===== config.mk =====
export PLATFORM = sky130hd
export DESIGN_NAME = rx_multi_channel_gate
export DESIGN_NICKNAME = d
export VERILOG_FILES = /design/src/rtl/rx_gate_pkg.sv /design/src/rtl/rx_channel_gate_fsm.sv /design/src/rtl/rx_multi_channel_gate.sv
export SDC_FILE = /design/constraint.sdc
export NUM_CORES = 2
export LEC_CHECK = 0
export CORE_AREA = 2 2 470 472
export DETAILED_ROUTE_END_ITERATION = 6
export DIE_AREA = 0 0 472 474
export GPL_TIMING_DRIVEN = 0
export PLACE_DENSITY = 0.44
export REMOVE_ABC_BUFFERS = 1
export SETUP_SLACK_MARGIN = 0.02
export SYNTH_ARGS = -nofsm -noshare
export SYNTH_HDL_FRONTEND = slang
export SYNTH_SLANG_ARGS = --single-unit

===== constraint.sdc =====
create_clock -name CLK -period 8.81 [get_ports CLK]
set_input_delay 0.881 -clock CLK [delete_from_list [all_inputs] [get_ports CLK]]
set_output_delay 0.881 -clock CLK [all_outputs]
set_load 0.005 [all_outputs]

===== src/rtl/rx_gate_pkg.sv =====
// Shared types and sizing helpers for the multi-channel RX gate.
package rx_gate_pkg;

  typedef enum logic [1:0] {
    ST_IDLE  = 2'd0,
    ST_OFFER = 2'd1,
    ST_XFER  = 2'd2,
    ST_DONE  = 2'd3
  } gate_state_e;

  function automatic int words_per_beat(input int data_width);
    return data_width / 32;
  endfunction

  // $clog2(timeout+1), floored at 1 bit so a disabled timeout still sizes legally.
  function automatic int tcnt_width(input int ack_timeout);
    return (ack_timeout < 1) ? 1 : $clog2(ack_timeout + 1);
  endfunction

endpackage


===== src/rtl/rx_channel_gate_fsm.sv =====
// Single-channel RX gate: offer/ack handshake, ack timeout, FIFO gating and word accounting.
module rx_channel_gate_fsm
  import rx_gate_pkg::*;
#(
  parameter int C_DATA_WIDTH  = 64,
  parameter int C_ACK_TIMEOUT = 1024
) (
  input  logic        clk,
  input  logic        rst,
  input  logic        rx,
  input  logic        rx_last,
  input  logic [31:0] rx_len,
  input  logic [30:0] rx_off,
  input  logic        rd_empty,
  input  logic        chnl_rx_ack,
  input  logic        chnl_rx_data_ren,
  output logic        rx_recvd,
  output logic        rx_ack_recvd,
  output logic        rx_done,
  output logic        rx_timeout,
  output logic [31:0] rx_consumed,
  output logic        rd_en,
  output logic        chnl_rx,
  output logic        chnl_rx_last,
  output logic [31:0] chnl_rx_len,
  output logic [30:0] chnl_rx_off,
  output logic        chnl_rx_data_valid
);

  localparam int W   = words_per_beat(C_DATA_WIDTH);
  localparam int TCW = tcnt_width(C_ACK_TIMEOUT);

  gate_state_e    state, state_nxt;
  logic [TCW-1:0] tcnt;
  logic [31:0]    remain, step, consumed_nxt;
  logic           expired, timeout_nxt, done_q, timeout_q;

  always_comb begin
    remain       = chnl_rx_len - rx_consumed;
    step         = (remain < 32'(W)) ? remain : 32'(W);
    consumed_nxt = rx_consumed + step;
    expired      = (C_ACK_TIMEOUT != 0) && (tcnt == TCW'(C_ACK_TIMEOUT - 1));
    // rx gates the data path too, so an aborting transfer never pulls another beat
    chnl_rx_data_valid = (state == ST_XFER) && rx && !rd_empty && (rx_consumed < chnl_rx_len);
    rd_en              = chnl_rx_data_valid && chnl_rx_data_ren;
    rx_ack_recvd       = (state == ST_OFFER) && rx && chnl_rx_ack;
    chnl_rx            = (state == ST_OFFER) || (state == ST_XFER);
    rx_recvd           = chnl_rx;
    state_nxt   = state;
    timeout_nxt = 1'b0;
    case (state)
      ST_IDLE:  if (rx) state_nxt = ST_OFFER;
      ST_OFFER: begin
        if (!rx)                state_nxt = ST_DONE;
        else if (chnl_rx_ack)   state_nxt = (chnl_rx_len == '0) ? ST_DONE : ST_XFER;
        else if (expired) begin
          state_nxt   = ST_DONE;
          timeout_nxt = 1'b1;
        end
      end
      ST_XFER: begin
        if (!rx)                                      state_nxt = ST_DONE;
        else if (rd_en && consumed_nxt == chnl_rx_len) state_nxt = ST_DONE;
      end
      ST_DONE:  if (!rx) state_nxt = ST_IDLE;
      default:  state_nxt = ST_IDLE;
    endcase
  end

  always_ff @(posedge clk) begin
    if (rst) begin
      state        <= ST_IDLE;
      tcnt         <= '0;
      done_q       <= 1'b0;
      timeout_q    <= 1'b0;
      rx_consumed  <= '0;
      chnl_rx_len  <= '0;
      chnl_rx_off  <= '0;
      chnl_rx_last <= 1'b0;
    end else begin
      state     <= state_nxt;
      done_q    <= (state != ST_DONE) && (state_nxt == ST_DONE);
      timeout_q <= timeout_nxt;
      if (state == ST_IDLE && rx) begin
        chnl_rx_len  <= rx_len;
        chnl_rx_off  <= rx_off;
        chnl_rx_last <= rx_last;
        rx_consumed  <= '0;
        tcnt         <= '0;
      end
      if (state == ST_OFFER) tcnt <= tcnt + TCW'(1);
      if (rd_en)             rx_consumed <= consumed_nxt;
    end
  end

  assign rx_done    = done_q;
  assign rx_timeout = timeout_q;

endmodule


===== src/rtl/rx_multi_channel_gate.sv =====
// Multi-channel RX gate: one independent gate FSM per channel over packed per-channel buses.
module rx_multi_channel_gate
  import rx_gate_pkg::*;
#(
  parameter int C_DATA_WIDTH  = 64,
  parameter int C_NUM_CHNL    = 4,
  parameter int C_ACK_TIMEOUT = 1024
) (
  input  logic                               CLK,
  input  logic                               RST,
  input  logic [C_NUM_CHNL-1:0]              RX,
  output logic [C_NUM_CHNL-1:0]              RX_RECVD,
  output logic [C_NUM_CHNL-1:0]              RX_ACK_RECVD,
  output logic [C_NUM_CHNL-1:0]              RX_DONE,
  output logic [C_NUM_CHNL-1:0]              RX_TIMEOUT,
  input  logic [C_NUM_CHNL-1:0]              RX_LAST,
  input  logic [32*C_NUM_CHNL-1:0]           RX_LEN,
  input  logic [31*C_NUM_CHNL-1:0]           RX_OFF,
  output logic [32*C_NUM_CHNL-1:0]           RX_CONSUMED,
  input  logic [C_DATA_WIDTH*C_NUM_CHNL-1:0] RD_DATA,
  input  logic [C_NUM_CHNL-1:0]              RD_EMPTY,
  output logic [C_NUM_CHNL-1:0]              RD_EN,
  output logic [C_NUM_CHNL-1:0]              CHNL_RX,
  input  logic [C_NUM_CHNL-1:0]              CHNL_RX_ACK,
  output logic [C_NUM_CHNL-1:0]              CHNL_RX_LAST,
  output logic [32*C_NUM_CHNL-1:0]           CHNL_RX_LEN,
  output logic [31*C_NUM_CHNL-1:0]           CHNL_RX_OFF,
  output logic [C_DATA_WIDTH*C_NUM_CHNL-1:0] CHNL_RX_DATA,
  output logic [C_NUM_CHNL-1:0]              CHNL_RX_DATA_VALID,
  input  logic [C_NUM_CHNL-1:0]              CHNL_RX_DATA_REN
);

  for (genvar i = 0; i < C_NUM_CHNL; i++) begin : g_chnl
    rx_channel_gate_fsm #(
      .C_DATA_WIDTH (C_DATA_WIDTH),
      .C_ACK_TIMEOUT(C_ACK_TIMEOUT)
    ) u_gate (
      .clk               (CLK),
      .rst               (RST),
      .rx                (RX[i]),
      .rx_last           (RX_LAST[i]),
      .rx_len            (RX_LEN[32*i +: 32]),
      .rx_off            (RX_OFF[31*i +: 31]),
      .rd_empty          (RD_EMPTY[i]),
      .chnl_rx_ack       (CHNL_RX_ACK[i]),
      .chnl_rx_data_ren  (CHNL_RX_DATA_REN[i]),
      .rx_recvd          (RX_RECVD[i]),
      .rx_ack_recvd      (RX_ACK_RECVD[i]),
      .rx_done           (RX_DONE[i]),
      .rx_timeout        (RX_TIMEOUT[i]),
      .rx_consumed       (RX_CONSUMED[32*i +: 32]),
      .rd_en             (RD_EN[i]),
      .chnl_rx           (CHNL_RX[i]),
      .chnl_rx_last      (CHNL_RX_LAST[i]),
      .chnl_rx_len       (CHNL_RX_LEN[32*i +: 32]),
      .chnl_rx_off       (CHNL_RX_OFF[31*i +: 31]),
      .chnl_rx_data_valid(CHNL_RX_DATA_VALID[i])
    );
    // data is a straight pass-through; the gate only qualifies it
    assign CHNL_RX_DATA[C_DATA_WIDTH*i +: C_DATA_WIDTH] = RD_DATA[C_DATA_WIDTH*i +: C_DATA_WIDTH];
  end

endmodule


; ---- Word-level counts from Yosys, hierarchy flattened
; Cells that the tools add are included.
[word_totals]
register_bits = 444
input_bits = 530
output_inout_bits = 668
word_cells = 212
[classes]
add_sub_neg = 12
order_cmp = 8
n_eq_ne = 28
n_mux = 60
bitwise_logic = 8
reduce_logical = 64
[op_table]
columns = cell, count
row1 = $mux W32, 12
row2 = $add A32 B32 Y32, 4
row3 = $eq A32 B32 Y1, 4
row4 = $logic_not A32 Y1, 4
row5 = $lt A32 B2 Y1 const B, 4
row6 = $lt A32 B32 Y1, 4
row7 = $sub A32 B32 Y32, 4
row8 = $mux W11, 8
row9 = $mux W2, 28
row10 = $add A11 B1 Y11 const B, 4
row11 = $eq A11 B10 Y1 const B, 4
row12 = $logic_and A1 B1 Y1, 36
row13 = $pmux W2 S4, 4
row14 = $eq A2 B2 Y1 const B, 12
row15 = $reduce_bool A2 Y1, 8
row16 = $reduce_or A4 Y1, 4
row17 = $eq A2 B1 Y1 const B, 4
row18 = $logic_not A2 Y1, 4
row19 = $mux W1, 8
row20 = $ne A2 B2 Y1 const B, 4
row21 = $not A1 Y1, 8
row22 = $logic_not A1 Y1, 4
row23 = $logic_or A1 B1 Y1, 4

; ---- Longest topological paths before layout
[depth]
ltp_word = 11
ltp_mapped = 25
mapped_depth_nobuf = 25

; ---- Cells and area by module
; Synthesis repeated with hierarchy kept, for this count alone.
[unflattened]
cells_unflattened = 5065
area_unflattened_um2 = 37188.2
[modules_own_cells]
columns = module, instances, cells_each, area_each_um2, seq_area_each_um2
row1 = rx_channel_gate_fsm at g_chnl[1].u_gate, 1, 1270, 9167.5, 2222.1
row2 = rx_channel_gate_fsm at g_chnl[0].u_gate, 1, 1212, 8866.0, 2222.1
row3 = rx_channel_gate_fsm at g_chnl[3].u_gate, 1, 1175, 8659.6, 2222.1
row4 = rx_channel_gate_fsm at g_chnl[2].u_gate, 1, 1152, 8573.2, 2222.1
row5 = rx_multi_channel_gate, 1, 256, 1921.8, 0.0

; ---- Least setup slack after synthesis
; Ideal clock, no wire load.
[synth_path]
path_type = register -> register
startpoint = register g_chnl[0].u_gate.chnl_rx_len[0]
endpoint = register g_chnl[0].u_gate.done_q
setup_ns = 0.091
arrival_time_ns = 6.684
required_ns = 8.719
setup_slack_ns = 2.034
stages_incl_launch_ff = 26
path_buffers = 0
synth_period_minus_slack_ns = 6.776
path_cell_list = dfxtp_1 inv_1 ha_1 fa_1 nand2b_1 a211oi_2 nor3_1 o31a_1 o21ai_0 mux2i_1 or4_1 or4_1 nor4_2 and4bb_1 ha_1 fa_1 xor2_1 a311oi_1 o2111ai_1 or4_1 or4_1 a2111oi_0 nand4_1 nor4b_1 a31oi_1 nor4bb_1
[synth_via]
elab_chain_len = 11
elab_cells_between_ends = 18
classes_between = add/sub (2) / order compare (2) / eq/ne (2) / mux (7) / reduce/logical (5)
[synth_lines]
columns = element, line
row1 = from (decl), rx_channel_gate_fsm.sv:25  ; output logic [31:0] chnl_rx_len,
row2 = from (signal assigned), rx_channel_gate_fsm.sv:85  ; chnl_rx_len <= rx_len;
row3 = $sub A32 B32 Y32, rx_channel_gate_fsm.sv:39  ; remain = chnl_rx_len - rx_consumed;
row4 = $lt A32 B2 Y1, rx_channel_gate_fsm.sv:40  ; step = (remain < 32'(W)) ? remain : 32'(W);
row5 = $mux W32, rx_channel_gate_fsm.sv:40
row6 = $add A32 B32 Y32, rx_channel_gate_fsm.sv:41  ; consumed_nxt = rx_consumed + step;
row7 = $eq A32 B32 Y1, rx_channel_gate_fsm.sv:63  ; else if (rd_en && consumed_nxt == chnl_rx_len) state_nxt = ST_DONE;
row8 = $logic_and A1 B1 Y1, rx_channel_gate_fsm.sv:63
row9 = $mux W2, rx_channel_gate_fsm.sv:63
row10 = $mux W2, rx_channel_gate_fsm.sv:62  ; if (!rx) state_nxt = ST_DONE;
row11 = $pmux W2 S4 *, rx_channel_gate_fsm.sv:51  ; case (state)
row12 = $eq A2 B2 Y1 *, rx_channel_gate_fsm.sv:82  ; done_q <= (state != ST_DONE) && (state_nxt == ST_DONE);
row13 = $logic_and A1 B1 Y1 *, rx_channel_gate_fsm.sv:82
row14 = to (signal assigned), rx_channel_gate_fsm.sv:82
row15 = to (decl), rx_channel_gate_fsm.sv:36  ; logic expired, timeout_nxt, done_q, timeout_q;
; Mark *: on every way between the ends. The rest lies on a longest branch, timed or not.
; A chain may end at the register's enable or synchronous reset.

; ---- Worst setup path in the final report
[layout_path]
startpoint = register g_chnl[3].u_gate.chnl_rx_len[0]
endpoint = register g_chnl[3].u_gate.done_q
[layout_via]
elab_chain_len = 11
elab_cells_between_ends = 18
classes_between = add/sub (2) / order compare (2) / eq/ne (2) / mux (7) / reduce/logical (5)
[layout_lines]
columns = element, line
row1 = from (decl), rx_channel_gate_fsm.sv:25
row2 = from (signal assigned), rx_channel_gate_fsm.sv:85
row3 = $sub A32 B32 Y32, rx_channel_gate_fsm.sv:39
row4 = $lt A32 B2 Y1, rx_channel_gate_fsm.sv:40
row5 = $mux W32, rx_channel_gate_fsm.sv:40
row6 = $add A32 B32 Y32, rx_channel_gate_fsm.sv:41
row7 = $eq A32 B32 Y1, rx_channel_gate_fsm.sv:63
row8 = $logic_and A1 B1 Y1, rx_channel_gate_fsm.sv:63
row9 = $mux W2, rx_channel_gate_fsm.sv:63
row10 = $mux W2, rx_channel_gate_fsm.sv:62
row11 = $pmux W2 S4 *, rx_channel_gate_fsm.sv:51
row12 = $eq A2 B2 Y1 *, rx_channel_gate_fsm.sv:82
row13 = $logic_and A1 B1 Y1 *, rx_channel_gate_fsm.sv:82
row14 = to (signal assigned), rx_channel_gate_fsm.sv:82
row15 = to (decl), rx_channel_gate_fsm.sv:36
; Marks and branches as above.

==> impl_metrics.csv <==
group,metric,value,unit
clock_tree,cts_buffers,67,
layout,final-seq-area,0.008889,mm²
clock_tree,cts_tree,"built",
setup_path,cp_data_required_time,9.42,ns
placed_design,dp_cells,8361,
logic_synthesis,ys_seq_area_share,23.33,%
routing,ant_nets,0,
layout,fill_cells,24640,
die,die_x,472,µm
sta,timing.fmax,117.8,MHz
sta,drv_slew,0,
grt,grt_pass1_vias,38220,
layout,multiInputGateArea,0.02562,mm²
clock_tree,clk_path_buf_depth,3,
flow_run,maxCapViolCount,0,
sta,rsz0062_at_grt,"yes",
logic_synthesis,synthCells,5249,
setup_path,worst_r2r_endpoint,"g_chnl[3].u_gate.rx_done$_SDFF_PP0_",
die,die_h,474,µm
hold_path,hold_depth,2,
logic_synthesis,yosys.area.top_type,"dfxtp_1",
grt,grt_antenna_before_repair,37,
die,pin_count,1198,
outcome,status,"finished clean",
logic_synthesis,synthesis.area,0.03810,mm²
setup_path,arrival,9.10,ns
power_and_ir_drop,p_comb_share,46.4,%
layout,fin_util,22.17,%
clock_tree,insertion_delay,0.71,ns
power_and_ir_drop,switching_share,42.30,%
logic_synthesis,synth_edf_count,0,
placed_design,routabilityCongestion,0.9139,
routing,first_pass_iters,6,
routing,drt_iter0_drc,3626,
hold_path,worstHoldStart,"g_chnl[0].u_gate.chnl_rx_off[18]$_SDFFE_PP0P_",
clock_tree,cts_sinks,444,
routing,vias_per_cell,4.929,
power_and_ir_drop,p_int,5841,µW
clock_tree,clk_pin_slew,0.06,ns
sta,setup_violations,0,
setup_path,reg2reg_depth,24,
sta,period_minus_slack,8.490,ns
power_and_ir_drop,power.density,208.8,mW/mm²
sta,tightest_slew,1.139,ns
clock_tree,root_buffer,"clkbuf_16",
logic_synthesis,avgSynthCellArea,7.259,µm²
routing,wirelength,276400,µm
layout,layout.cells.most_common,"nand2_1",
power_and_ir_drop,p_leak,0.01832,µW
power_and_ir_drop,p_sw,4281,µW
hold_path,worstHoldEndpoint,"g_chnl[0].u_gate.chnl_rx_off[18]$_SDFFE_PP0P_",
sta,finClkSkew,0.03661,ns
grt,grt_usage,23.59,%
logic_synthesis,synthArstFlopShare,0,%
setup_path,critPathLaunch,"g_chnl[3].u_gate.chnl_rx_len[0]$_SDFFE_PP0P_",
setup_path,worst-path-buf-inv,1,
logic_synthesis,synth-main-ff-cell,"dfxtp_1",
setup_path,cp_slowest_stage_delay,0.65,ns
sta,hold_viol,0,
layout,nNetsFinal,6374,
logic_synthesis,synthTopCellsByArea,"dfxtp_1 (23%), ha_1 (9.1%), a21oi_1 (8.1%)",
setup_path,crit_chain,"inv_1 > ha_1 > fa_1 > nand2b_1 > a211oi_1 > o21ai_1 > a211o_1 > a211o_1 > a2111oi_1 > o21ai_0 > a31oi_1 > o2111ai_1 > or3_1 > ha_1 > a211oi_1 > o21bai_1 > nand4_1 > and3_1 > o31ai_2 > nor3_1 > or4_1 > nor4_1 > nand4_1 > o22ai_1",
die,core,0.2187,mm²
grt,grt_first_pass_wirelength,357400,µm
logic_synthesis,ys_seq_elements,444,
sta,max_slew_margin,23.40,%
logic_synthesis,synth.distinct_cells,92,
sta,post-route-period-util,96.37,%
grt,gr-total-overflow,0,
setup_path,r2r_setup_slack,0.32,ns
placed_design,dp_hpwl,224400,µm
die,dieArea,0.2237,mm²
setup_path,reg2reg_from,"g_chnl[3].u_gate.chnl_rx_len[0]$_SDFFE_PP0P_",
layout,fin_cells,8489,
sta,hold_ws,0.4533,ns
die,num_rows,172,
setup_path,crit_family,"compound AO/OA/AOI/OAI gates",
power_and_ir_drop,seq_power_share,25.8,%
die,start_util,17.43,%
clock_tree,cts.htree.levels,3,
setup_path,cp_slowest_cell,"dfxtp_1",
placed_design,io_buffer_count,685,
routing,drc_errors,0,
power_and_ir_drop,power_frac_clock,27.8,%
setup_path,crit_type,"reg -> reg",
power_and_ir_drop,ir_drop,135.6,µV
setup_path,start_kind,"flip-flop",
routing,num_vias,41840,
setup_path,end_kind,"flip-flop",
layout,mostFrequentLayoutCells,"nand2_1 (773), clkdlybuf4s50_1 (684), a21oi_1 (618), dfxtp_1 (444), nor2_1 (370)",
routing,wire_per_inst,32.56,µm
hold_path,min_path_type,"reg -> reg",
layout,syn2layout_area_growth,27.22,%
logic_synthesis,synth_top_area_share,23.33,%
grt,grt_max_degree,128,
setup_path,cp_max_fo,5,
logic_synthesis,ys_warn_count,0,
layout,drive_gt1_share,3.941,%
[per-stage QoR]
stage,instance area [µm²],total power [µW],worst slack (ns),setup TNS (ns)
floorplan,35290,5289,1.873,0
global placement,45740,7282,-13.39,-3041.64
detailed placement,46150,7270,-0.1442,-0.2519
CTS,48360,10200,0.09886,0
global route,48470,10740,0.01492,0
finish,48470,10120,0.3197,0
[worst max-delay path by stage]
| stage | endpoint | slack [ns] | depth (start not counted) |
|---|---|---|---|
| 3_3_place_gp | g_chnl[2].u_gate.rx_timeout$_SDFF_PP0_ | -13.39 | 2 |
| 2_1_floorplan | RD_EN[0] | 1.87 | 9 |
| 5_1_grt | g_chnl[1].u_gate.rx_done$_SDFF_PP0_ | 0.01 | 24 |
| 4_1_cts | g_chnl[1].u_gate.rx_done$_SDFF_PP0_ | 0.1 | 23 |
| 3_5_place_dp | g_chnl[2].u_gate.rx_done$_SDFF_PP0_ | -0.14 | 23 |
| 6_report | g_chnl[3].u_gate.rx_done$_SDFF_PP0_ | 0.32 | 24 |
[timing repair]
item                                    in CTS  in global routing
hold buffers                                 0                  0
gates resized for setup                      4                 14
setup buffers                                0                  1
gates cloned                                 0                  0
endpoints found under the setup margin       6                  8
pin swaps                                    0                  1
[layer usage]
metal / wire length, µm / global-route usage, % / share of wire (%)
met2: 106200 / 32.02 / 38
met5: 3795 / 12.13 / 1.4
met4: 6801 / 5.157 / 2.5
met3: 46020 / 18.27 / 17
met1: 113600 / 27.76 / 41
[worst reg2reg max path, delay by kind of cell (launching register included)]
family / cells / cell delay, ns
AOI/OAI and AO/OA: 12 / 3.77
and+or+nand+nor: 8 / 2.93
adders and majority gates: 3 / 0.94
DFF: 1 / 0.65
buffers and inverters: 1 / 0.09
[sequential cells by signal, indices dropped and copies added (netlist names)]
signal,cells
g_chnl.u_gate.chnl_rx_last,4
g_chnl.u_gate.chnl_rx_len,128
g_chnl.u_gate.chnl_rx_off,124
g_chnl.u_gate.rx_done,4
g_chnl.u_gate.tcnt,44
g_chnl.u_gate.state,8
g_chnl.u_gate.rx_timeout,4
g_chnl.u_gate.rx_consumed,128
[power groups by stage]
stage                     Clock (µW)  Sequential, µW  Combinational, µW
after CTS                       2940            2610               4650
after floorplan                    0            2480               2810
after global routing            2990            2640               5120
after detailed placement           0            2650               4620
final                           2820            2610               4690
after global placement             0            2660               4620
[final cells by class]
| type | count | share of cell area [%] |
|---|---|---|
| Inverter | 252 | 1.951 |
| Tap cell | 2871 | 7.411 |
| Timing Repair Buffer | 700 | 14.86 |
| Sequential cell | 444 | 18.34 |
| Antenna cell | 10 | 0.05162 |
| Multi-Input combinational cell | 4095 | 52.86 |
| Clock buffer | 94 | 4.019 |
| Clock inverter | 23 | 0.5059 |
[synth_stat cells, drive strengths merged, types with 17 or more instances]
library cell  instances
clkbuf              254
dfxtp               444
a211oi               60
xor2                 87
mux2i                33
a21o                 93
and3                 49
nand4                89
a311oi               17
nand3               133
nor2b                51
ha                  276
o21ai               195
a2111oi              22
nand3b               24
or3                  42
nor2                370
nor3b                26
o21a                 51
or4                  23
xnor2               148
nor3                 93
nor4                 68
and2                 27
o211ai               39
nand2               779
a21oi               619
o21bai               35
nand2b               44
a31oi               119
or2                  30
a211o                21
inv                 249
o31ai                20
buf                 319
[logic make-up after synthesis]
family | after synthesis | synth area share (%)
buf+inv | 825 | 11.00
compound gates | 1486 | 24.52
simple gates | 1909 | 23.74
mux | 42 | 1.133
xor+xnor | 258 | 6.791
fa+ha+maj | 284 | 9.483
flops | 444 | 23.33
other cells | 1 | 0.009842
Power figures use the tool's default switching activity.
